**src/rtl/vga_timing_gen.sv**
```systemverilog
// vga_timing_gen: raster timing generator (pixel/line counters, sync pulses,
// active-video and start-of-line/frame flags). Defaults give 1280x720 @ 60 Hz
// with a 74.25 MHz pixel clock.
//
// Optional feature macro: VGA_SYNC_POS_EN
//   defined   -> h_sync / v_sync are active-high (inactive level 0)
//   undefined -> h_sync / v_sync are active-low  (inactive level 1)
//
// Handshake: pix_en is a plain qualifier, not a valid/ready pair. On a clock
// edge with pix_en=1 the raster advances one pixel; with pix_en=0 every
// register (counters, FSM states and flags) holds its value.
//
// All outputs are registered and computed from the *next* counter values, so
// every flag is aligned with the counter values presented on the same cycle.

module vga_timing_gen #(
    parameter int H_ACTIVE = 1280,
    parameter int H_FRONT  = 110,
    parameter int H_SYNC   = 40,
    parameter int H_BACK   = 220,
    parameter int V_ACTIVE = 720,
    parameter int V_FRONT  = 5,
    parameter int V_SYNC   = 5,
    parameter int V_BACK   = 20
) (
    input  logic        clk,
    input  logic        rst,
    input  logic        pix_en,
    output logic [11:0] h_counter,
    output logic [11:0] v_counter,
    output logic        h_sync,
    output logic        v_sync,
    output logic        active,
    output logic        line_start,
    output logic        frame_start
);

    // ------------------------------------------------------------------
    // Derived timing constants
    // ------------------------------------------------------------------
    localparam int H_TOTAL = H_ACTIVE + H_FRONT + H_SYNC + H_BACK;
    localparam int V_TOTAL = V_ACTIVE + V_FRONT + V_SYNC + V_BACK;

    // Counters are 12 bits wide, so the raster must fit in 4096x4096.
    generate
        if (H_TOTAL > 4096 || V_TOTAL > 4096) begin : g_size_check
            $fatal(1, "vga_timing_gen: H_TOTAL/V_TOTAL exceed 12-bit counter range");
        end
    endgenerate

    localparam logic [11:0] H_LAST     = 12'(H_TOTAL - 1);
    localparam logic [11:0] H_FP_START = 12'(H_ACTIVE);
    localparam logic [11:0] H_SY_START = 12'(H_ACTIVE + H_FRONT);
    localparam logic [11:0] H_BP_START = 12'(H_ACTIVE + H_FRONT + H_SYNC);

    localparam logic [11:0] V_LAST     = 12'(V_TOTAL - 1);
    localparam logic [11:0] V_FP_START = 12'(V_ACTIVE);
    localparam logic [11:0] V_SY_START = 12'(V_ACTIVE + V_FRONT);
    localparam logic [11:0] V_BP_START = 12'(V_ACTIVE + V_FRONT + V_SYNC);

`ifdef VGA_SYNC_POS_EN
    localparam logic SYNC_ON = 1'b1;
`else
    localparam logic SYNC_ON = 1'b0;
`endif
    localparam logic SYNC_OFF = ~SYNC_ON;

    // ------------------------------------------------------------------
    // Horizontal / vertical region state machines
    // ------------------------------------------------------------------
    typedef enum logic [1:0] {
        H_ACT = 2'd0,
        H_FP  = 2'd1,
        H_SY  = 2'd2,
        H_BP  = 2'd3
    } h_state_t;

    typedef enum logic [1:0] {
        V_ACT = 2'd0,
        V_FP  = 2'd1,
        V_SY  = 2'd2,
        V_BP  = 2'd3
    } v_state_t;

    // Region decode of a column; the FSM state is always the decode of the
    // registered counter, so the two can never disagree.
    function automatic h_state_t h_decode(input logic [11:0] h);
        if (h < H_FP_START)      return H_ACT;
        else if (h < H_SY_START) return H_FP;
        else if (h < H_BP_START) return H_SY;
        else                     return H_BP;
    endfunction

    function automatic v_state_t v_decode(input logic [11:0] v);
        if (v < V_FP_START)      return V_ACT;
        else if (v < V_SY_START) return V_FP;
        else if (v < V_BP_START) return V_SY;
        else                     return V_BP;
    endfunction

    h_state_t    h_state, h_state_next;
    v_state_t    v_state, v_state_next;
    logic [11:0] h_next, v_next;
    logic        h_sync_next, v_sync_next;
    logic        active_next, line_start_next, frame_start_next;

    // Counter advance: column wraps at H_LAST and carries into the line count.
    always_comb begin
        h_next = h_counter;
        v_next = v_counter;
        if (pix_en) begin
            if (h_counter == H_LAST) begin
                h_next = 12'd0;
                if (v_counter == V_LAST) v_next = 12'd0;
                else                     v_next = v_counter + 12'd1;
            end else begin
                h_next = h_counter + 12'd1;
            end
        end
    end

    // FSM next-state: regions follow the next counter values.
    always_comb begin
        h_state_next = h_state;
        v_state_next = v_state;
        if (pix_en) begin
            h_state_next = h_decode(h_next);
            v_state_next = v_decode(v_next);
        end
    end

    // Output flags derived from the next FSM states / counters.
    always_comb begin
        h_sync_next      = SYNC_OFF;
        v_sync_next      = SYNC_OFF;
        active_next      = 1'b0;
        line_start_next  = 1'b0;
        frame_start_next = 1'b0;
        if (h_state_next == H_SY) h_sync_next = SYNC_ON;
        if (v_state_next == V_SY) v_sync_next = SYNC_ON;
        active_next      = (h_state_next == H_ACT) && (v_state_next == V_ACT);
        line_start_next  = (h_next == 12'd0);
        frame_start_next = (h_next == 12'd0) && (v_next == 12'd0);
    end

    // FSM state registers; reset parks the raster on the last pixel of a frame.
    always_ff @(posedge clk or posedge rst) begin
        if (rst) begin
            h_state <= H_BP;
            v_state <= V_BP;
        end else if (pix_en) begin
            h_state <= h_state_next;
            v_state <= v_state_next;
        end
    end

    // Counter and flag registers; everything holds while pix_en is low.
    always_ff @(posedge clk or posedge rst) begin
        if (rst) begin
            h_counter   <= H_LAST;
            v_counter   <= V_LAST;
            h_sync      <= SYNC_OFF;
            v_sync      <= SYNC_OFF;
            active      <= 1'b0;
            line_start  <= 1'b0;
            frame_start <= 1'b0;
        end else if (pix_en) begin
            h_counter   <= h_next;
            v_counter   <= v_next;
            h_sync      <= h_sync_next;
            v_sync      <= v_sync_next;
            active      <= active_next;
            line_start  <= line_start_next;
            frame_start <= frame_start_next;
        end
    end

endmodule

```
**config.mk**
```make
export PLATFORM = sky130hd
export DESIGN_NAME = vga_timing_gen
export DESIGN_NICKNAME = d
export VERILOG_FILES = /design/src/rtl/vga_timing_gen.sv
export SDC_FILE = /design/constraint.sdc
export NUM_CORES = 1
export LEC_CHECK = 0
export ABC_AREA = 1
export CORE_MARGIN = 2
export CORE_UTILIZATION = 45
export DETAILED_ROUTE_END_ITERATION = 8
export HOLD_SLACK_MARGIN = 0.05
export PLACE_DENSITY = 0.71
export SYNTH_ARGS = -nofsm -noshare
export SYNTH_HDL_FRONTEND = slang
export SYNTH_SLANG_ARGS = --single-unit
```
**constraint.sdc**
```tcl
create_clock -name clk -period 2.01 [get_ports clk]
set_input_delay 0.3015 -clock clk [delete_from_list [all_inputs] [get_ports clk]]
set_output_delay 0.3015 -clock clk [all_outputs]
set_load 0.05 [all_outputs]
```
==> results.toml, run 1 <==
[detailed_routing]
dr.pass1.iters = 5
postRouteAntennaNets = 0
drt_wl_total_mm = 8.09
drc = 0
drt_iter0_drc = 247
post_drt_wl_per_cell_um = 14.9
via_per_inst = 5.22
vias = 2840

[worst_setup_path]
r2r_start = "h_counter[0]"
reg2reg_depth = 16
crit_arrival_ns = 2.55
r2r-end = "active"
endpoint = "active"
worstSetupStartpointType = "flip-flop"
startpoint = "h_counter[0]"
end_kind = "flip-flop"
reg2reg_slack_ns = -0.32
worstPathMaxFanout = 7
critical_path_class = "reg2reg"
cp_data_required_time_ns = 2.23

[logic_synthesis]
syn_avg_cell_area_um2 = 6.83
synthDistinctLibCells = 36
yosysSeqAreaShare_pct = 33.2
syn_nets = 358
syn-cell-area_um2 = 2400
synth_cells = 351
ys_seq_elements = 31
yosysWarnings = 0

[pwr]
pwr-share-comb_pct = 52.3
power.internal_uw = 1770
swShare_pct = 41.8
share_clk_of_total_power_pct = 21.3
switchingPower_uw = 1270
power.density_nw_per_um2 = 800
seq_power_share_pct = 26.4
p_leak_uw = 0.00190
vdd_ir_drop_max_mv = 0.946

[sta]
period_share_pct = 116
tightestPinTransition_ns = 0.514
rsz0062_at_grt = "true"
finalClockSkew_ns = 0.0107
finalWorstSetupSlack_ns = -0.321
hold_viol_final = 0
maxSlewViolCount = 0
finalSetupViolations = 7
slew-limit-headroom_pct = 65.6
fmax_mhz = 429
period_minus_slack_ns = 2.33

[outcome]
status = "finished, violations left"
violations = "negative setup slack"

[global_route]
grt_pass1_vias = 2787
overflow = 0
grt_first_pass_wirelength_mm = 12.9
antenna_found_initial = 0
grt_max_degree = 32
grt_use_total_pct = 27.3

[floorplan]
boundaryPins = 32
start_util_pct = 46.7
die_width_um = 77.0
fp-row-count = 26
dieArea_um2 = 5930
dieHeight_um = 77.0
core_area_um2 = 5140

[cells_and_area]
synthToLayoutAreaGrowth_pct = 58.3
fin_area_um2 = 3800
drive_gt1_share_pct = 45.6
multiInputGateArea_um2 = 1610
final_util_pct = 73.9
nets = 480
instances_no_fill = 544
fillerInstances = 385
diodes = 0
seq_area_um2 = 802

[cts]
cts_max_path_buffers = 2
cts_root_buf = "clkbuf_8"
cts_sinks = 31
path_clk_slew_ns = 0.07
insertion_delay_ns = 0.29
cts_buffers = 5
cts_hold_buf = 0
tritoncts = "done"
htree_levels = 2

[placement]
placed_area_um2 = 3370
placed_cells = 527
dp_hpwl_mm = 5.68
gp_congestion = 1.01
io_buffer_count = 31

[hold_path]
min_path_type = "in2async"

[run]
maxCapViolCount = 0
[routing by layer]
metal / up-vias / wire, um / track usage (%)
met4: 0 / 172 / 8.39
met2: 122 / 3910 / 44.7
met5: - / 0 / 0
li1: 1369 / - / -
met1: 1330 / 3510 / 37.1
met3: 19 / 498 / 4.47
[how the worst min path moves through the flow]
stage | end | slack (ns) | depth (start not counted)
floorplan | active | 0.39 | 1
global placement | h_state[0] | 0.47 | 2
detailed placement | frame_start | 0.48 | 2
CTS | v_counter[4] | 0.41 | 3
global route | v_counter[4] | 0.44 | 3
finish | v_counter[8] | 0.40 | 3
[what timing repair did]
action,4_1_cts,5_1_grt
endpoints found under the setup margin,7,9
hold endpoints to repair,0,0
resized for setup,23,42
pin swaps,19,12
buffers inserted,4,5
[cell type report]
type                            instances  area share [%]
Timing Repair Buffer                  122            26.2
Clock inverter                          2           0.923
Clock buffer                            6            2.18
Tap cell                               70            2.31
Inverter                               49            4.85
Multi-Input combinational cell        264            42.5
Sequential cell                        31            21.1
[registers in the layout (all words and copies together), names as in the netlist]
| signal | cells |
|---|---|
| active | 1 |
| frame_start | 1 |
| h_counter | 12 |
| h_state | 1 |
| h_sync | 1 |
| line_start | 1 |
| v_counter | 12 |
| v_state | 1 |
| v_sync | 1 |
[power by group through the flow]
| stage | clock, uW | sequential (uW) | combinational (uW) |
|---|---|---|---|
| finish | 646 | 803 | 1590 |
| global placement | 0 | 803 | 1420 |
| global route | 700 | 812 | 1690 |
| floorplan | 0 | 1140 | 472 |
| CTS | 662 | 796 | 1510 |
| detailed placement | 0 | 805 | 1430 |
[Yosys cell counts, drive strengths merged]
master  instances  area, um2
a211oi          1       7.51
a21oi           9       52.6
and2            1       6.26
buf             7       47.5
dfrtp          14        350
dfstp          17        447
ha              4       50.1
inv            49        184
nand2         118        470
nand3          44        243
nand3b          2       15.0
nand4          13       81.3
nor2           41        229
nor3            5       41.3
nor4            3       18.8
o21a            3       22.5
o21ai          10       57.6
o21bai          2       15.0
o22ai           1       6.26
or2             3       18.8
xor2            4       35.0
[cell families (layout without fill, tap and decap cells)]
family	Yosys count	in the layout	share of synthesized area, %
AND/OR/NAND/NOR	230	230	46.8
adder cells (fa/ha/maj)	4	4	2.09
buffers and inverters	56	179	9.65
flip-flops	31	31	33.2
AO/OA/AOI/OAI	26	26	6.73
XOR/XNOR	4	4	1.46
[cells in the final DEF (no fill, tap or decap), types with 6 or more instances in the layout]
cell,instances
buf_4,98
nand2_1,95
inv_1,43
nand3_1,32
nor2_1,24
nand2_2,17
clkdlybuf4s50_1,17
dfstp_2,16
nand4_1,13
dfrtp_1,13
nand3_2,11
nor2_4,8
a21oi_2,8
nor2_2,7
inv_2,6
nand2_4,6
clkbuf_8,6
buf_6,6
[stage by stage]
stage          TNS [ns]  setup slack (ns)  power (uW)  hold slack (ns)
2_1_floorplan     -1.15            -0.228        1610            0.392
3_3_place_gp      -1.64            -0.268        2230            0.470
3_5_place_dp      -1.83            -0.315        2230            0.483
4_1_cts           -1.49            -0.272        2970            0.409
5_1_grt           -2.89            -0.463        3210            0.437
6_report          -1.87            -0.321        3040            0.398
[critical path, cell delays in order, from the launching register on]
cell and delay (ns):
dfstp_4 0.63, ha_4 0.15, nand2_4 0.05, nor2_4 0.11
nand3_4 0.13, nor2_8 0.19, buf_4 0.14, nor2_1 0.04
nor2_2 0.17, nand2_2 0.09, nand2_1 0.08, nand2_2 0.08
nand3_2 0.10, nand2_2 0.06, nand2_1 0.07, a21oi_2 0.05
nor2_1 0.10
Power figures use the tool's default switching activity.
==> run 2: changes to the inputs <==
CORE_UTILIZATION = 23   (was 45)
DONT_BUFFER_PORTS = 1   (was not set)
PLACE_DENSITY = 0.38   (was 0.71)
==> run 2 against run 1 <==
The run still ends with negative setup slack left. Clock skew fell by 0.0065 ns. Sequential share of layout area down 0.39 points. Non-clock buffer count is 6 lower. Total power down 4.3%. Clock power shrank 18%.
==> results.toml, run 2 (synthesized netlist as in run 1, its figures left out) <==
[cts]
tritoncts = "done"
insertion_delay_ns = 0.28
cts_buffers = 5
path_clk_slew_ns = 0.07
cts_sinks = 31
cts_max_path_buffers = 2
htree_levels = 2
cts_root_buf = "clkbuf_8"

[sta]
finalSetupViolations = 8
slew-limit-headroom_pct = 63.1
holdWs_ns = 0.217
rsz0062_at_grt = "true"
finalClockSkew_ns = 0.00421
hold_viol_final = 0
fin_tns_setup_ns = -1.92
period_minus_slack_ns = 2.35
fmax_mhz = 425
finalWorstSetupSlack_ns = -0.340
tightestPinTransition_ns = 0.548
maxSlewViolCount = 0
period_share_pct = 117

[floorplan]
fp-row-count = 37
die_width_um = 106
boundaryPins = 32
dieArea_um2 = 11300
core_area_um2 = 10200
dieHeight_um = 106
start_util_pct = 23.4

[cells_and_area]
reg_top3 = "h_counter (12), v_counter (12)"
final_util_pct = 37.8
diodes = 0
synthToLayoutAreaGrowth_pct = 61.2
layout_common_cells = "buf_4 (111), nand2_1 (90), inv_1 (40)"
drive_gt1_share_pct = 50.7
final_common_cell = "buf_4"
nets = 475

[worst_setup_path]
end_kind = "flip-flop"
r2r_start = "h_counter[0]"
cp_data_required_time_ns = 2.19
worstSetupStartpointType = "flip-flop"
r2r-end = "active"
critical_path_class = "reg2reg"
crit_arrival_ns = 2.53
reg2reg_depth = 16
reg2reg_slack_ns = -0.34
worstPathMaxFanout = 8

[global_route]
grt_max_degree = 32
grt_use_total_pct = 16.0
grt_pass1_vias = 2722
overflow = 0
grt_first_pass_wirelength_mm = 14.1
antenna_found_initial = 0

[pwr]
switchingPower_uw = 1300
vdd_ir_drop_max_mv = 0.427
p_leak_uw = 0.00189
pwr-share-comb_pct = 53.7
power.internal_uw = 1610
share_clk_of_total_power_pct = 18.3
power.density_nw_per_um2 = 752
swShare_pct = 44.6
seq_power_share_pct = 28.0

[detailed_routing]
dr.pass1.iters = 4
drt_wl_total_mm = 8.63
drt_iter0_drc = 125
drc = 0
vias = 2701
postRouteAntennaNets = 0
post_drt_wl_per_cell_um = 14.3
via_per_inst = 4.46

[placement]
place_ws_ns = -0.380
gp_congestion = 0.839
io_buffer_count = 0
dp_hpwl_mm = 6.51

[hold_path]
min-delay-start = "pix_en"
holdPathEnd = "v_sync"
whs_path_depth = 3
min_path_type = "in2reg"

[outcome]
status = "finished, violations left"
violations = "negative setup slack"

[run]
maxCapViolCount = 0
==> run 2: per-stage QoR <==
step	area, um2	instances	total power [uW]
floorplan	2420	351	1610
global placement	3330	584	2210
detailed placement	3330	584	2190
CTS	3620	598	2800
global route	3870	605	3080
finish	3870	605	2910
==> run 2: routing by layer <==
metal / vias to the layer above / routed length [um] / global-route usage, %
met5: - / 0 / 0
met4: 0 / 58 / 4.98
met3: 4 / 388 / 3.92
met2: 50 / 3920 / 24.7
met1: 1286 / 4260 / 22.0
li1: 1361 / - / -
==> run 2: how the worst max path moves through the flow <==
stage,startpoint,to,slack (ns),depth (start not counted)
final,h_counter[0],active,-0.34,16
after global placement,v_counter[0],active,-0.38,14
after detailed placement,h_counter[0],active,-0.38,14
after global routing,h_counter[0],active,-0.50,15
after CTS,h_counter[0],active,-0.29,16
after floorplan,h_counter[0],active,-0.23,15
==> run 2: area by class of cell <==
class                   count  area, um2
flip-flops and latches     31        802
multi-input cells         265       1720
well taps                 136        170
clock buffers               7       86.3
fillers                  1067       6360
inverters                  49        186
repair buffers            116        897
clock inverters             1       5.00
==> run 2: repair_timing <==
item                                    in CTS  in global routing
hold buffers                                 1                  0
buffers inserted                             5                  8
endpoints found under the hold margin       14                  0
gates resized for setup                     38                 46
endpoints found under the setup margin       8                  8
cloned                                       1                  0
pin swaps                                   19                 41
==> run 2: power groups by stage <==
stage | clock, uW | combinational [uW] | sequential (uW)
6_report | 531 | 1560 | 814
2_1_floorplan | 0 | 472 | 1140
5_1_grt | 574 | 1690 | 822
3_5_place_dp | 0 | 1370 | 820
3_3_place_gp | 0 | 1390 | 820
4_1_cts | 546 | 1440 | 810
==> run 2: critical path, cell delays in order, from the launching register on <==
cell     delay [ns]
dfstp_4        0.63
ha_4           0.16
nand2_2        0.07
nor2_4         0.15
nand2_4        0.08
nor2_8         0.20
nand3_2        0.09
nand2_2        0.09
nand3_2        0.09
nand2_4        0.12
nand2_4        0.07
nor2_4         0.08
nand3_2        0.10
nand2_2        0.10
nand2_2        0.05
a21oi_2        0.12
nor2_1         0.04
